$ cat config.mk
export PLATFORM = sky130hd
export DESIGN_NAME = t01_ai_move_scorer
export DESIGN_NICKNAME = d
export VERILOG_FILES = /design/src/rtl/t01_ai_pkg.sv /design/src/rtl/t01_ai_score_calc.sv /design/src/rtl/t01_ai_move_scorer.sv
export SDC_FILE = /design/constraint.sdc
export NUM_CORES = 1
export LEC_CHECK = 0
export CORE_AREA = 2 2 183 185
export DETAILED_ROUTE_END_ITERATION = 10
export DIE_AREA = 0 0 185 187
export PLACE_DENSITY = 0.7
export SLEW_MARGIN = 25
export SYNTH_ARGS = -nofsm -noshare
export SYNTH_HDL_FRONTEND = slang
export SYNTH_SLANG_ARGS = --single-unit
export TNS_END_PERCENT = 10
$ cat constraint.sdc
create_clock -name clk -period 13.2 [get_ports clk]
set_input_delay 1.32 -clock clk [delete_from_list [all_inputs] [get_ports clk]]
set_output_delay 1.32 -clock clk [all_outputs]
set_load 0.01 [all_outputs]
$ cat src/rtl/t01_ai_pkg.sv
// Shared types and constants for the AI move-scoring slice.
package t01_ai_pkg;

  localparam int BOARD_ROWS = 20;
  localparam int BOARD_COLS = 10;
  localparam int BOARD_W    = BOARD_ROWS * BOARD_COLS;
  localparam int SCORE_W    = 20;
  localparam int IDX_W      = 6;

  localparam int unsigned NUM_CAND_DEF = 40;
  localparam int unsigned W_LINES_DEF  = 8;
  localparam int unsigned W_HOLES_DEF  = 4;
  localparam int unsigned W_BUMP_DEF   = 1;
  localparam int unsigned W_HEIGHT_DEF = 1;
  localparam int unsigned TIMEOUT_DEF  = 64;

  typedef enum logic [2:0] {
    S_IDLE,
    S_REQ,
    S_LAUNCH,
    S_WAIT_RDY,
    S_SCORE,
    S_GAP,
    S_DONE
  } scorer_state_e;

endpackage

$ cat src/rtl/t01_ai_score_calc.sv
// Combinational weighted board score: lines add, holes/bumpiness/height subtract.
module t01_ai_score_calc
  import t01_ai_pkg::*;
#(
  parameter int unsigned W_LINES  = W_LINES_DEF,
  parameter int unsigned W_HOLES  = W_HOLES_DEF,
  parameter int unsigned W_BUMP   = W_BUMP_DEF,
  parameter int unsigned W_HEIGHT = W_HEIGHT_DEF
) (
  input  logic [2:0]                lines_cleared,
  input  logic [7:0]                holes,
  input  logic [7:0]                bumpiness,
  input  logic [7:0]                height_sum,
  output logic signed [SCORE_W-1:0] score
);

  logic [SCORE_W-1:0] gain;
  logic [SCORE_W-1:0] cost;

  always_comb begin
    gain  = SCORE_W'(W_LINES) * SCORE_W'(lines_cleared);
    cost  = SCORE_W'(W_HOLES) * SCORE_W'(holes)
          + SCORE_W'(W_BUMP) * SCORE_W'(bumpiness)
          + SCORE_W'(W_HEIGHT) * SCORE_W'(height_sum);
    score = signed'(gain - cost);
  end

endmodule

$ cat src/rtl/t01_ai_move_scorer.sv
// Walks all candidate placements, extracts features of legal boards and keeps the best score.
module t01_ai_move_scorer
  import t01_ai_pkg::*;
#(
  parameter int unsigned NUM_CAND = NUM_CAND_DEF,
  parameter int unsigned W_LINES  = W_LINES_DEF,
  parameter int unsigned W_HOLES  = W_HOLES_DEF,
  parameter int unsigned W_BUMP   = W_BUMP_DEF,
  parameter int unsigned W_HEIGHT = W_HEIGHT_DEF,
  parameter int unsigned TIMEOUT  = TIMEOUT_DEF
) (
  input  logic                      clk,
  input  logic                      reset,
  input  logic                      search_start,
  output logic                      cand_req,
  output logic [IDX_W-1:0]          cand_idx,
  input  logic                      cand_valid,
  input  logic                      cand_legal,
  input  logic [BOARD_W-1:0]        cand_board,
  output logic                      start_extract,
  output logic [BOARD_W-1:0]        next_board,
  input  logic                      extract_ready,
  input  logic [2:0]                lines_cleared,
  input  logic [7:0]                holes,
  input  logic [7:0]                bumpiness,
  input  logic [7:0]                height_sum,
  output logic                      search_done,
  output logic                      best_valid,
  output logic [IDX_W-1:0]          best_idx,
  output logic signed [SCORE_W-1:0] best_score,
  output logic                      timeout_err
);

  localparam int TMO_W = $clog2(TIMEOUT + 1);
  localparam logic [IDX_W-1:0] LAST_IDX = IDX_W'(NUM_CAND - 1);
  localparam logic [TMO_W-1:0] TMO_LAST = TMO_W'(TIMEOUT - 1);

  scorer_state_e state, state_d;

  logic                      req_gap;
  logic [TMO_W-1:0]          tmo_cnt;
  logic                      tmo_hit;
  logic                      cand_take;
  logic                      last_cand;
  logic                      ready_ok;
  logic [2:0]                lines_q;
  logic [7:0]                holes_q;
  logic [7:0]                bump_q;
  logic [7:0]                height_q;
  logic signed [SCORE_W-1:0] score;

  t01_ai_score_calc #(
    .W_LINES  (W_LINES),
    .W_HOLES  (W_HOLES),
    .W_BUMP   (W_BUMP),
    .W_HEIGHT (W_HEIGHT)
  ) u_score_calc (
    .lines_cleared (lines_q),
    .holes         (holes_q),
    .bumpiness     (bump_q),
    .height_sum    (height_q),
    .score         (score)
  );

  assign tmo_hit   = (tmo_cnt == TMO_LAST);
  assign cand_take = (state == S_REQ) && !req_gap && cand_valid;
  assign last_cand = (cand_idx == LAST_IDX);
  // Ready only counts once it has been seen low after launch (stale ready filter).
  assign ready_ok  = (state == S_WAIT_RDY) && extract_ready;

  always_ff @(posedge clk or posedge reset) begin
    if (reset) state <= S_IDLE;
    else       state <= state_d;
  end

  always_comb begin
    state_d     = state;
    cand_req    = 1'b0;
    search_done = 1'b0;
    case (state)
      S_IDLE:     if (search_start) state_d = S_REQ;
      S_REQ: begin
        cand_req = !req_gap && !cand_valid;
        if (cand_take) begin
          if (cand_legal)     state_d = S_LAUNCH;
          else if (last_cand) state_d = S_DONE;
        end
      end
      S_LAUNCH: begin
        if (tmo_hit)             state_d = S_DONE;
        else if (!extract_ready) state_d = S_WAIT_RDY;
      end
      S_WAIT_RDY: begin
        if (extract_ready)  state_d = S_SCORE;
        else if (tmo_hit)   state_d = S_DONE;
      end
      S_SCORE:    state_d = S_GAP;
      S_GAP:      state_d = last_cand ? S_DONE : S_REQ;
      S_DONE: begin
        search_done = 1'b1;
        state_d     = S_IDLE;
      end
      default:    state_d = S_IDLE;
    endcase
  end

  always_ff @(posedge clk or posedge reset) begin
    if (reset) begin
      cand_idx      <= '0;
      req_gap       <= 1'b0;
      next_board    <= '0;
      start_extract <= 1'b0;
      tmo_cnt       <= '0;
      lines_q       <= '0;
      holes_q       <= '0;
      bump_q        <= '0;
      height_q      <= '0;
      best_valid    <= 1'b0;
      best_idx      <= '0;
      best_score    <= '0;
      timeout_err   <= 1'b0;
    end else begin
      req_gap <= 1'b0;
      case (state)
        S_IDLE: begin
          if (search_start) begin
            cand_idx    <= '0;
            best_valid  <= 1'b0;
            best_idx    <= '0;
            best_score  <= '0;
            timeout_err <= 1'b0;
          end
        end
        S_REQ: begin
          if (cand_take) begin
            if (cand_legal) begin
              next_board    <= cand_board;
              start_extract <= 1'b1;
              tmo_cnt       <= '0;
            end else if (!last_cand) begin
              cand_idx <= cand_idx + 1'b1;
              req_gap  <= 1'b1;
            end
          end
        end
        S_LAUNCH, S_WAIT_RDY: begin
          tmo_cnt <= tmo_cnt + 1'b1;
          if (ready_ok) begin
            lines_q  <= lines_cleared;
            holes_q  <= holes;
            bump_q   <= bumpiness;
            height_q <= height_sum;
          end else if (tmo_hit) begin
            timeout_err   <= 1'b1;
            start_extract <= 1'b0;
          end
        end
        S_SCORE: begin
          start_extract <= 1'b0;
          if (!best_valid || (score > best_score)) begin
            best_valid <= 1'b1;
            best_idx   <= cand_idx;
            best_score <= score;
          end
        end
        S_GAP: begin
          if (!last_cand) begin
            cand_idx <= cand_idx + 1'b1;
            req_gap  <= 1'b1;
          end
        end
        default: ;
      endcase
    end
  end

endmodule

==> run_results.csv <==
group,metric,value,unit
critical_path,criticalPathCategory,"reg2reg",
placement,placedCellCount,1797,
route,wl_met2,19600,µm
final_layout,syn2layout_area_growth,51.4,%
synth,syn_area_per_cell,13.3,µm²
synth,yosysSeqAreaShare,56.4,%
floorplanning,start_util,36.9,%
final_layout,layout_common_cells,"clkdlybuf4s50_1 (469), dfrtp_1 (273), mux2_2 (233)",
placement,hpwl,28700,µm
clock_tree,post_cts_hold_buffer_count,0,
clock_tree,numCtsBuffers,31,
clock_tree,root_buffer,"clkbuf_16",
timing,final_hold_viol_count,0,
clock_tree,clockBufferDepth,3,
global_route,grt_pass1_vias,9340,
final_layout,final_cell_area,0.0183,mm²
clock_tree,htreeDepth,1,
route,viasPerCell,4.89,
final_layout,layout-drive-gt1-share,21.4,%
critical_path,end_kind,"register",
timing,fin_crit,5990,ps
floorplanning,ios,470,
route,via_count,9074,
critical_path,startpoint_type,"register",
synth,yosysWarnings,0,
route,drc,0,
final_layout,nets,1666,
synth,synth_fp_nets,1192,
placement,numPortBuffers,469,
final_layout,finalNonFillerCells,1856,
timing,tns,0,ps
critical_path,arrival,6420,ps
synth,synthFlopType,"dfrtp_1",
placement,gp_congestion,0.834,
status,status,"complete, no violations",
route,wl,37700,µm
timing,max_freq,167,MHz
floorplanning,die_x,185,µm
timing,setup_viol,0,
route,routed.top_layer,"met5",
floorplanning,die-area,0.0346,mm²
route,ant_nets,0,
route,routedLengthMet1,14100,µm
critical_path,crit_fanout,26,
pwr,power_density,302,mW/mm²
hold_path,hp-class,"reg2reg",
flow_run,max_cap_viol_count,0,
synth,netlist_area,0.0121,mm²
global_route,grt_first_pass_wirelength,56300,µm
floorplanning,rows,67,
placement,place_area,0.0173,mm²
timing,slew_headroom,29.6,%
clock_tree,cts_resized,0,
timing,finalCritPeriodShare,45.3,%
critical_path,r2r_setup_slack,7210,ps
critical_path,required,13630,ps
route,first_iter_violations,432,
clock_tree,cts_tree,"done",
global_route,grt_max_degree,195,
route,drtPass1Iterations,5,
global_route,antenna_found_initial,5,
route,wl_per_cell,20.3,µm
pwr,peakVddDrop,187,µV
floorplanning,die_y,187,µm
global_route,grt_overflow,0,
timing,tightest_slew,1040,ps
synth,syn_inst,910,
clock_tree,cts_sinks,273,
synth,synth_cell_types,56,
clock_tree,path_clk_slew,60,ps
route,wl_met3,2940,µm
timing,slew_viol_final,0,
synth,synth_seq_cells,273,
final_layout,fillers,2790,
synth,synth_edf_count,0,
pwr,p_leak,7.82,nW
synth,async_reset_ff_share,100,%
clock_tree,worst_skew_pair.late_latency,550,ps
floorplanning,coreArea,0.0329,mm²
timing,rsz0062_at_grt,"false",
final_layout,final_common_cell,"clkdlybuf4s50_1",
clock_tree,cts_setup_buffers,0,
global_route,track_usage,21.4,%
timing,fin_skew,12.2,ps
## where the power goes
part	internal, mW	total (mW)	switching (mW)
Sequential	1.23	1.46	0.234
Clock	0.505	0.847	0.342
Combinational	1.65	3.23	1.58
Total	3.38	5.54	2.16
## cells in the mapped netlist, drive strengths merged (5+ instances only)
library cell / n / area share [%]
dfrtp: 273 / 56
mux2: 234 / 22
inv: 51 / 1.6
nand2: 50 / 1.5
ha: 44 / 4.5
nor2: 36 / 1.1
o21ai: 25 / 1.0
a21oi: 23 / 0.98
mux2i: 23 / 1.9
buf: 20 / 0.90
clkbuf: 16 / 0.50
nand4: 9 / 0.46
a21o: 8 / 0.50
xnor2: 8 / 0.58
xor2: 8 / 0.58
nand3: 6 / 0.25
nor3: 6 / 0.29
and3: 5 / 0.26
fa: 5 / 0.83
nor2b: 5 / 0.26
## through the flow
stage | worst slack [ps] | power, mW | hold WS, ps | utilization (%)
final | 7210 | 5.54 | 488 | 55.8
after global routing | 6760 | 5.94 | 514 | 55.8
after CTS | 7180 | 5.59 | 493 | 55.6
after detailed placement | 7230 | 4.70 | 480 | 52.6
after global placement | 7330 | 4.63 | 475 | 52.6
after floorplan | 4360 | 3.37 | 479 | -
## final cells by class
type                       instances  area (µm²)  area share (%)
antenna                            3        7.51          0.0409
clock buffer                      43         891            4.86
clock inverter                    11         116           0.634
inverter                          52         203            1.10
multi-input combinational        549        4930            26.8
sequential                       273        6830            37.2
tap                              448         561            3.06
timing repair buffer             477        4810            26.2
## worst max-delay path: stages (launching register included)
cell,delay [ps]
dfrtp_1,370
ha_1,230
fa_1,420
a211oi_1,380
o21ai_0,150
ha_1,290
ha_1,370
and3_1,220
a2111oi_2,540
nor2_1,200
o22ai_1,270
xnor2_1,170
ha_1,300
a21oi_1,140
o21ai_0,90
a2111oi_0,430
nand3_1,200
a311oi_4,280
buf_4,420
mux2_2,380
## per-layer routing
| layer | up-vias | track usage, % |
|---|---|---|
| met5 | - | 0 |
| met4 | 6 | 6.04 |
| met3 | 59 | 6.56 |
| met2 | 301 | 38.5 |
| met1 | 4553 | 24.2 |
| li1 | 4155 | - |
## sequential cells by signal (all words and copies together), names as in the netlist, 6 cells and up
signal      flops
next_board    200
best_score     20
bump_q          8
tmo_cnt         7
holes_q         8
height_q        8
best_idx        6
cand_idx        6
## worst paths after layout
kind / from / cells past startpoint / endpoint
worst max-delay path: holes_q[0] / 19 / best_score[13]
worst min-delay path: timeout_err / 1 / timeout_err
worst max register to register: holes_q[0] / 19 / best_score[13]
worst min register to register: timeout_err / 1 / timeout_err
max in group asynchronous: reset / 4 / next_board[33]
min in group asynchronous: reset / 2 / next_board[78]
## cell families after synthesis
family,share of synthesized area [%]
mux,23.7
simple gates,5.42
compound gates,4.98
fa+ha+maj,5.37
flops,56.4
xor+xnor,1.16
buf+inv,3.01
Note: power is estimated with default switching activity, not from simulation.
